### src/rtl/basic_io_gen.sv
// Memory-mapped board I/O: debounced switches and buttons, LEDs, sticky press latches
// and a maskable interrupt, decoded in a 16-byte window on the CPU byte bus.
module basic_io_gen #(
  parameter int unsigned          ADDR_W    = 6,
  parameter logic [ADDR_W-1:0]    BASE_ADDR = '0,
  parameter int unsigned          SW_W      = 16,
  parameter int unsigned          BTN_W     = 5,
  parameter int unsigned          LED_W     = 16,
  parameter int unsigned          DB_CYCLES = 1000000,
  parameter int unsigned          DB_STABLE = 3
) (
  input  logic              clk,
  input  logic              rst_n,
  input  logic [ADDR_W-1:0] addr,
  input  logic [7:0]        data_in,
  output logic [7:0]        data_out,
  input  logic              re,
  input  logic              we,
  input  logic [SW_W-1:0]   sw,
  input  logic [BTN_W-1:0]  btn,
  output logic [LED_W-1:0]  led,
  output logic              irq
);

  localparam int unsigned DbW   = SW_W + BTN_W;
  localparam int unsigned TickW = (DB_CYCLES > 1) ? $clog2(DB_CYCLES) : 1;

  // Switches and buttons share one synchroniser/debounce pipeline: {btn, sw}
  logic [DbW-1:0]   raw;
  logic [DbW-1:0]   sync1_q, sync2_q;
  logic [DbW-1:0]   deb_q, deb_d;
  logic [3:0]       stab_q [DbW];
  logic [3:0]       stab_d [DbW];
  logic [TickW-1:0] tick_cnt_q, tick_cnt_d;
  logic             tick;

  logic [SW_W-1:0]  sw_deb_q, sw_deb_d;
  logic [BTN_W-1:0] btn_deb_q, btn_deb_d;

  logic [LED_W-1:0] led_q, led_d;
  logic [BTN_W-1:0] mask_q, mask_d;
  logic [BTN_W-1:0] latch_q, latch_d, latch_clr;
  logic             sw_chg_q, sw_chg_d;
  logic             irq_q, irq_d;

  logic             sel, wr, rd;
  logic [3:0]       off;
  logic [15:0]      led_pad, sw_pad;
  logic [7:0]       rdata;

  assign raw = {btn, sw};

  assign tick       = (tick_cnt_q == TickW'(DB_CYCLES - 1));
  assign tick_cnt_d = tick ? '0 : tick_cnt_q + 1'b1;

  always_comb begin
    deb_d = deb_q;
    for (int i = 0; i < DbW; i++) begin
      stab_d[i] = stab_q[i];
      if (tick) begin
        if (sync2_q[i] != deb_q[i]) begin
          if (stab_q[i] + 4'd1 == 4'(DB_STABLE)) begin
            deb_d[i]  = sync2_q[i];
            stab_d[i] = '0;
          end else begin
            stab_d[i] = stab_q[i] + 4'd1;
          end
        end else begin
          stab_d[i] = '0;
        end
      end
    end
  end

  assign sw_deb_q  = deb_q[SW_W-1:0];
  assign sw_deb_d  = deb_d[SW_W-1:0];
  assign btn_deb_q = deb_q[DbW-1:SW_W];
  assign btn_deb_d = deb_d[DbW-1:SW_W];

  assign sel = (addr[ADDR_W-1:4] == BASE_ADDR[ADDR_W-1:4]);
  assign off = addr[3:0];
  assign wr  = sel && we;
  assign rd  = sel && re;

  always_comb begin
    led_pad = 16'(led_q);
    if (wr && off == 4'd4) led_pad[7:0]  = data_in;
    if (wr && off == 4'd5) led_pad[15:8] = data_in;
    led_d = LED_W'(led_pad);

    mask_d    = (wr && off == 4'd6) ? data_in[BTN_W-1:0] : mask_q;
    latch_clr = (wr && off == 4'd3) ? data_in[BTN_W-1:0] : '0;
    // New presses are OR-ed in after the clear so a same-cycle set wins
    latch_d   = (latch_q & ~latch_clr) | (btn_deb_d & ~btn_deb_q);
    sw_chg_d  = (sw_chg_q & ~(wr && off == 4'd7 && data_in[1])) | (sw_deb_d != sw_deb_q);
    irq_d     = |(latch_q & mask_q);
  end

  always_ff @(posedge clk or negedge rst_n) begin
    if (!rst_n) begin
      sync1_q    <= '0;
      sync2_q    <= '0;
      deb_q      <= '0;
      tick_cnt_q <= '0;
      for (int i = 0; i < DbW; i++) stab_q[i] <= '0;
      led_q      <= '0;
      mask_q     <= '0;
      latch_q    <= '0;
      sw_chg_q   <= 1'b0;
      irq_q      <= 1'b0;
    end else begin
      sync1_q    <= raw;
      sync2_q    <= sync1_q;
      deb_q      <= deb_d;
      tick_cnt_q <= tick_cnt_d;
      for (int i = 0; i < DbW; i++) stab_q[i] <= stab_d[i];
      led_q      <= led_d;
      mask_q     <= mask_d;
      latch_q    <= latch_d;
      sw_chg_q   <= sw_chg_d;
      irq_q      <= irq_d;
    end
  end

  assign sw_pad = 16'(sw_deb_q);

  always_comb begin
    rdata = 8'h00;
    case (off)
      4'd0:    rdata = sw_pad[7:0];
      4'd1:    rdata = sw_pad[15:8];
      4'd2:    rdata = 8'(btn_deb_q);
      4'd3:    rdata = 8'(latch_q);
      4'd4:    rdata = led_pad_rd(led_q, 1'b0);
      4'd5:    rdata = led_pad_rd(led_q, 1'b1);
      4'd6:    rdata = 8'(mask_q);
      4'd7:    rdata = {6'b0, sw_chg_q, irq_q};
      default: rdata = 8'h00;
    endcase
  end

  function automatic logic [7:0] led_pad_rd(input logic [LED_W-1:0] v, input logic hi);
    logic [15:0] p;
    p = 16'(v);
    return hi ? p[15:8] : p[7:0];
  endfunction

  assign data_out = rd ? rdata : 8'h00;
  assign led      = led_q;
  assign irq      = irq_q;

endmodule
### config.mk
export PLATFORM = sky130hd
export DESIGN_NAME = basic_io_gen
export DESIGN_NICKNAME = d
export VERILOG_FILES = /design/src/rtl/basic_io_gen.sv
export SDC_FILE = /design/constraint.sdc
export NUM_CORES = 1
export LEC_CHECK = 0
export ABC_AREA = 1
export BUFFER_PORTS_ARGS = -buffer_cell sky130_fd_sc_hd__buf_2
export CORE_MARGIN = 10
export CORE_UTILIZATION = 48
export CTS_BUF_LIST = sky130_fd_sc_hd__clkbuf_16
export CTS_CLUSTER_DIAMETER = 40
export CTS_CLUSTER_SIZE = 20
export DETAILED_ROUTE_END_ITERATION = 16
export PLACE_DENSITY = 0.75
export SKIP_LAST_GASP = 1
export SYNTH_ARGS = -nofsm -noshare
export SYNTH_HDL_FRONTEND = slang
export SYNTH_SLANG_ARGS = --single-unit
### constraint.sdc
create_clock -name clk -period 2.6 [get_ports clk]
set_clock_uncertainty 0.15 [all_clocks]
set_input_delay 0.26 -clock clk [delete_from_list [all_inputs] [get_ports clk]]
set_output_delay 0.26 -clock clk [all_outputs]
set_load 0.05 [all_outputs]
==> impl_summary.txt <==
----------------------------------------------------
[Logic synthesis]
  Synthesized-area fraction occupied by adder cells ... 5.70%
  Share of flip-flops with an asynchronous set or reset ... 100%
  Warnings, synthesis ... 0
  Largest cells by area after synthesis ... sky130_fd_sc_hd__dfrtp_1 (52%), sky130_fd_sc_hd__nand2_1 (10%), sky130_fd_sc_hd__ha_1 (5.7%)
  Sequential cell area fraction in the yosys report ... 51.7%
  Portion of netlist area occupied by mux cells ... 0.119%
  Top post-synthesis cells by count ... sky130_fd_sc_hd__nand2_1 (262), sky130_fd_sc_hd__dfrtp_1 (195), sky130_fd_sc_hd__inv_1 (113)
  Gate count of the mapped netlist ... just over 1000
  Mean Syn Cell Area ... 9.08 sq um
  Area of the mapped netlist ... 9430 sq um
  Count of flip-flops with a built-in enable after synthesis ... 0
  Synth Area in Compound Gates ... a little over a tenth
  Leading register cell type out of synthesis ... sky130_fd_sc_hd__dfrtp_1
  Synth area leader ... sky130_fd_sc_hd__dfrtp_1
  Largest family of logic cells by synthesized area ... simple AND/OR/NAND/NOR gates
  Net count after synthesis ... 1121
  Number of distinct library cell variants in the gate-level netlist after synthesis ... 33
  Post-Synth XOR/XNOR Area ... 5.29%
  Most used standard cell by instance count after synthesis ... sky130_fd_sc_hd__nand2_1
  Total of flip-flops plus latches after synthesis ... 195
  Yosys top cell area share ... 51.7%
  Simple-gate share of the synthesized area ... about a fifth

[Clock tree]
  CTS tree ... yes
  Number of buffers created by CTS ... 17
  H-Tree Depth ... 4
  CTS clk-pin slew, worst paths ... ~0.080 ns
  Maximum buffer depth of the clock tree ... 2
  Clock network latency to the later pin of the worst-skew pair ... between 0.4 and 0.5 ns
  Root cell of the clock tree ... sky130_fd_sc_hd__clkbuf_16
  Hold-fix buffers, CTS ... 29
  Clk sink count ... just under 200
  Number of buffers added for setup after CTS ... 0
  Number of resized instances in the post-cts repair step ... 0

[Drt]
  Via Count ... 7256
  Via density per instance ... about 5
  Detailed Route WL ... 20.0 mm
  Final routed wire length divided by cell count ... 14.1 um
  Iteration-0 DRC count of the detailed router ... around 500
  DRC Markers ... 0
  Detailed-routing iteration count for the pre-antenna-repair pass ... 5
  Remaining number of nets flagged by the antenna check after routing ... 0

[Status]
  Outcome ... finished clean

[Hold path]
  Worst min-delay path class ... in -> reg
  Worst Hold Path Cells ... 3
  Worst min-delay path startpoint ... data_in[1]

[Power]
  Post-route total power ... 6.45 mW
  Pwr dens ... 583 nW/um^2
  Cell leakage power ... 5.38 nW
  Worst supply voltage drop on vdd ... 0.460 mV

[STA]
  Setup TNS ... 0 ns
  Setup-failing EPs final ... 0
  Highest clock rate ... 0.466 GHz
  Slew at the pin closest to its max-slew limit ... approximately 0.70 ns
  Post-route minimum period ... 2.15 ns
  RSZ-0062 raised after global routing ... false
  Pins Over Slew Limit ... 0
  Final worst-path cycle share ... 82.5%
  Final hold violation count ... 0
  Relative slew slack ... 53.1%

[Placement]
  IO buf count ... 63
  Sum of net half-perimeters after detailed placement ... 13.9 mm
  Routability Congestion ... 0.870

[GRT]
  Wire length of the first global-routing pass ... 33.9 mm
  Overall overflow remaining after global route ... 0
  Number of global-route vias before repair ... 7107
  Number of antenna violations at the first check in global routing ... 1
  Maximum number of pins on one net before global-route repair ... 66
  Global router's overall resource usage ... 15.7%

[Die]
  Initial Utilization ... around half
  Overall die area ... 25700 sq um
  Y dimension of the die ... roughly 160 um
  I/O pin cnt ... 64
  Width of the die ... 160 um
  Standard-cell rows ... 51
  Area of the placeable core ... around 19000 sq um

[Run]
  Max Cap Violations ... 0

[Final layout]
  Area overhead of the layout relative to synthesis ... 17.1%
  Layout net count ... between 1000 and 1500
  Layout cell share with drive strength beyond 1 ... 11.5%
  Final-layout fill cell count ... between 1500 and 2000

[Critical path]
  Critical path launch point ... tick_cnt_q[0]
  Crit path max fanout ... 61
  Worst setup SP type ... flop
  Data required time of the critical path ... around 2.8 ns
  Worst-case reg-to-reg path depth ... 12
  Arrival time at the worst endpoint ... 2.38 ns
  Launch instance of the worst register-to-register path ... tick_cnt_q[0]
  Endpoint type of the worst setup path ... flop
  Path type of the worst setup path ... reg -> reg

----------------------------------------------------
==> critical path, cell delays in order (launching register included) <==
cell                      delay, ns
sky130_fd_sc_hd__dfrtp_1       0.38
sky130_fd_sc_hd__ha_1          0.19
sky130_fd_sc_hd__nand3_1       0.13
sky130_fd_sc_hd__nor2_2        0.17
sky130_fd_sc_hd__nand2_1       0.11
sky130_fd_sc_hd__nor2_4        0.26
sky130_fd_sc_hd__buf_12        0.29
sky130_fd_sc_hd__nand3_1       0.12
sky130_fd_sc_hd__nand2_1       0.08
sky130_fd_sc_hd__nor2_1        0.04
sky130_fd_sc_hd__nand2_1       0.07
sky130_fd_sc_hd__nor2_1        0.05
sky130_fd_sc_hd__nand2_1       0.05
==> per-layer routing <==
metal / wire (um) / track usage (%) / vias up / part of all wire [%]
li1: - / - / 3610 / -
met1: 8860 / 19.6 / 3507 / 44
met2: 10200 / 26.6 / 113 / 51
met3: 559 / 3.19 / 26 / 2.8
met4: 452 / 5.59 / 0 / 2.3
met5: 0 / 0 / - / 0
==> registers in the layout, indices dropped and copies added, names as in the netlist, 5 cells and up <==
register / flops
deb_q: 21
latch_q: 5
led: 16
mask_q: 5
stab_q: 84
sync1_q: 21
sync2_q: 21
tick_cnt_q: 20
==> metrics by stage <==
stage                     hold WS [ns]  util (%)  std cells  setup WS [ns]  cell area [sq um]
after floorplan                 -0.186         -       1039          0.481               9430
after CTS                      0.00461      56.9       1416          0.443              11000
after detailed placement         0.158      52.1       1355          0.450              10100
after global routing            0.0425      57.0       1417          0.241              11000
final                           0.0154      57.0       1417          0.454              11000
after global placement           0.158      52.1       1355          0.532              10100
==> cell usage in the layout, fill, tap and decap left out, types with 2 or more instances in the layout <==
master,n
sky130_fd_sc_hd__inv_6,4
sky130_fd_sc_hd__nand2_1,262
sky130_fd_sc_hd__clkbuf_16,17
sky130_fd_sc_hd__o31ai_1,25
sky130_fd_sc_hd__o2111ai_1,2
sky130_fd_sc_hd__o22ai_1,6
sky130_fd_sc_hd__xor2_1,31
sky130_fd_sc_hd__o21ai_0,55
sky130_fd_sc_hd__a41oi_1,2
sky130_fd_sc_hd__a21oi_1,21
sky130_fd_sc_hd__dfrtp_1,195
sky130_fd_sc_hd__inv_8,2
sky130_fd_sc_hd__nor3_1,12
sky130_fd_sc_hd__dlygate4sd3_1,29
sky130_fd_sc_hd__nor2_2,2
sky130_fd_sc_hd__clkinv_8,5
sky130_fd_sc_hd__buf_2,62
sky130_fd_sc_hd__buf_4,5
sky130_fd_sc_hd__inv_1,113
sky130_fd_sc_hd__nand4_1,11
sky130_fd_sc_hd__nor2_1,71
sky130_fd_sc_hd__a221oi_1,4
sky130_fd_sc_hd__xnor2_1,26
sky130_fd_sc_hd__nand3_1,86
sky130_fd_sc_hd__ha_1,43
sky130_fd_sc_hd__buf_12,6
sky130_fd_sc_hd__nor3b_1,6
sky130_fd_sc_hd__o41ai_2,7
sky130_fd_sc_hd__inv_12,3
sky130_fd_sc_hd__o31ai_2,13
sky130_fd_sc_hd__o21ai_1,15
==> cell type report <==
type                    instances  area, sq um  share of cell area (%)
diodes                          1         2.50                  0.0227
clock buffers                  17          425                    3.85
clock inverters                15          218                    1.97
inverters                     115          434                    3.93
multi-input cells             706         3990                    36.1
flip-flops and latches        195         4880                    44.2
well taps                     265          332                    3.00
repair buffers                103          772                    6.99
==> report_power, final <==
group	switching, mW	internal, mW	total, mW
Combinational	0.325	0.135	0.460
Sequential	0.0698	3.12	3.19
Clock	1.37	1.43	2.79
==> path summary, 6_finish.rpt <==
check / slack, ns / endpoint
worst max-delay path: 0.45 / sw_chg_q
worst min-delay path: 0.02 / led[1]
worst max register to register: 0.45 / sw_chg_q
worst min register to register: 0.20 / sync2_q[10]
max in group asynchronous: 1.37 / deb_q[3]
min in group asynchronous: 0.24 / sync1_q[8]
==> kinds of logic (layout without fill, tap and decap cells) <==
| family | count (synthesis) | after routing |
|---|---|---|
| adder cells (fa/ha/maj) | 43 | 43 |
| other | 0 | 1 |
| AND/OR/NAND/NOR | 454 | 454 |
| XOR/XNOR | 57 | 57 |
| buffers and inverters | 138 | 250 |
| flip-flops | 195 | 195 |
| AO/OA/AOI/OAI | 151 | 151 |
| multiplexers | 1 | 1 |
(Power assumes the default switching activity.)
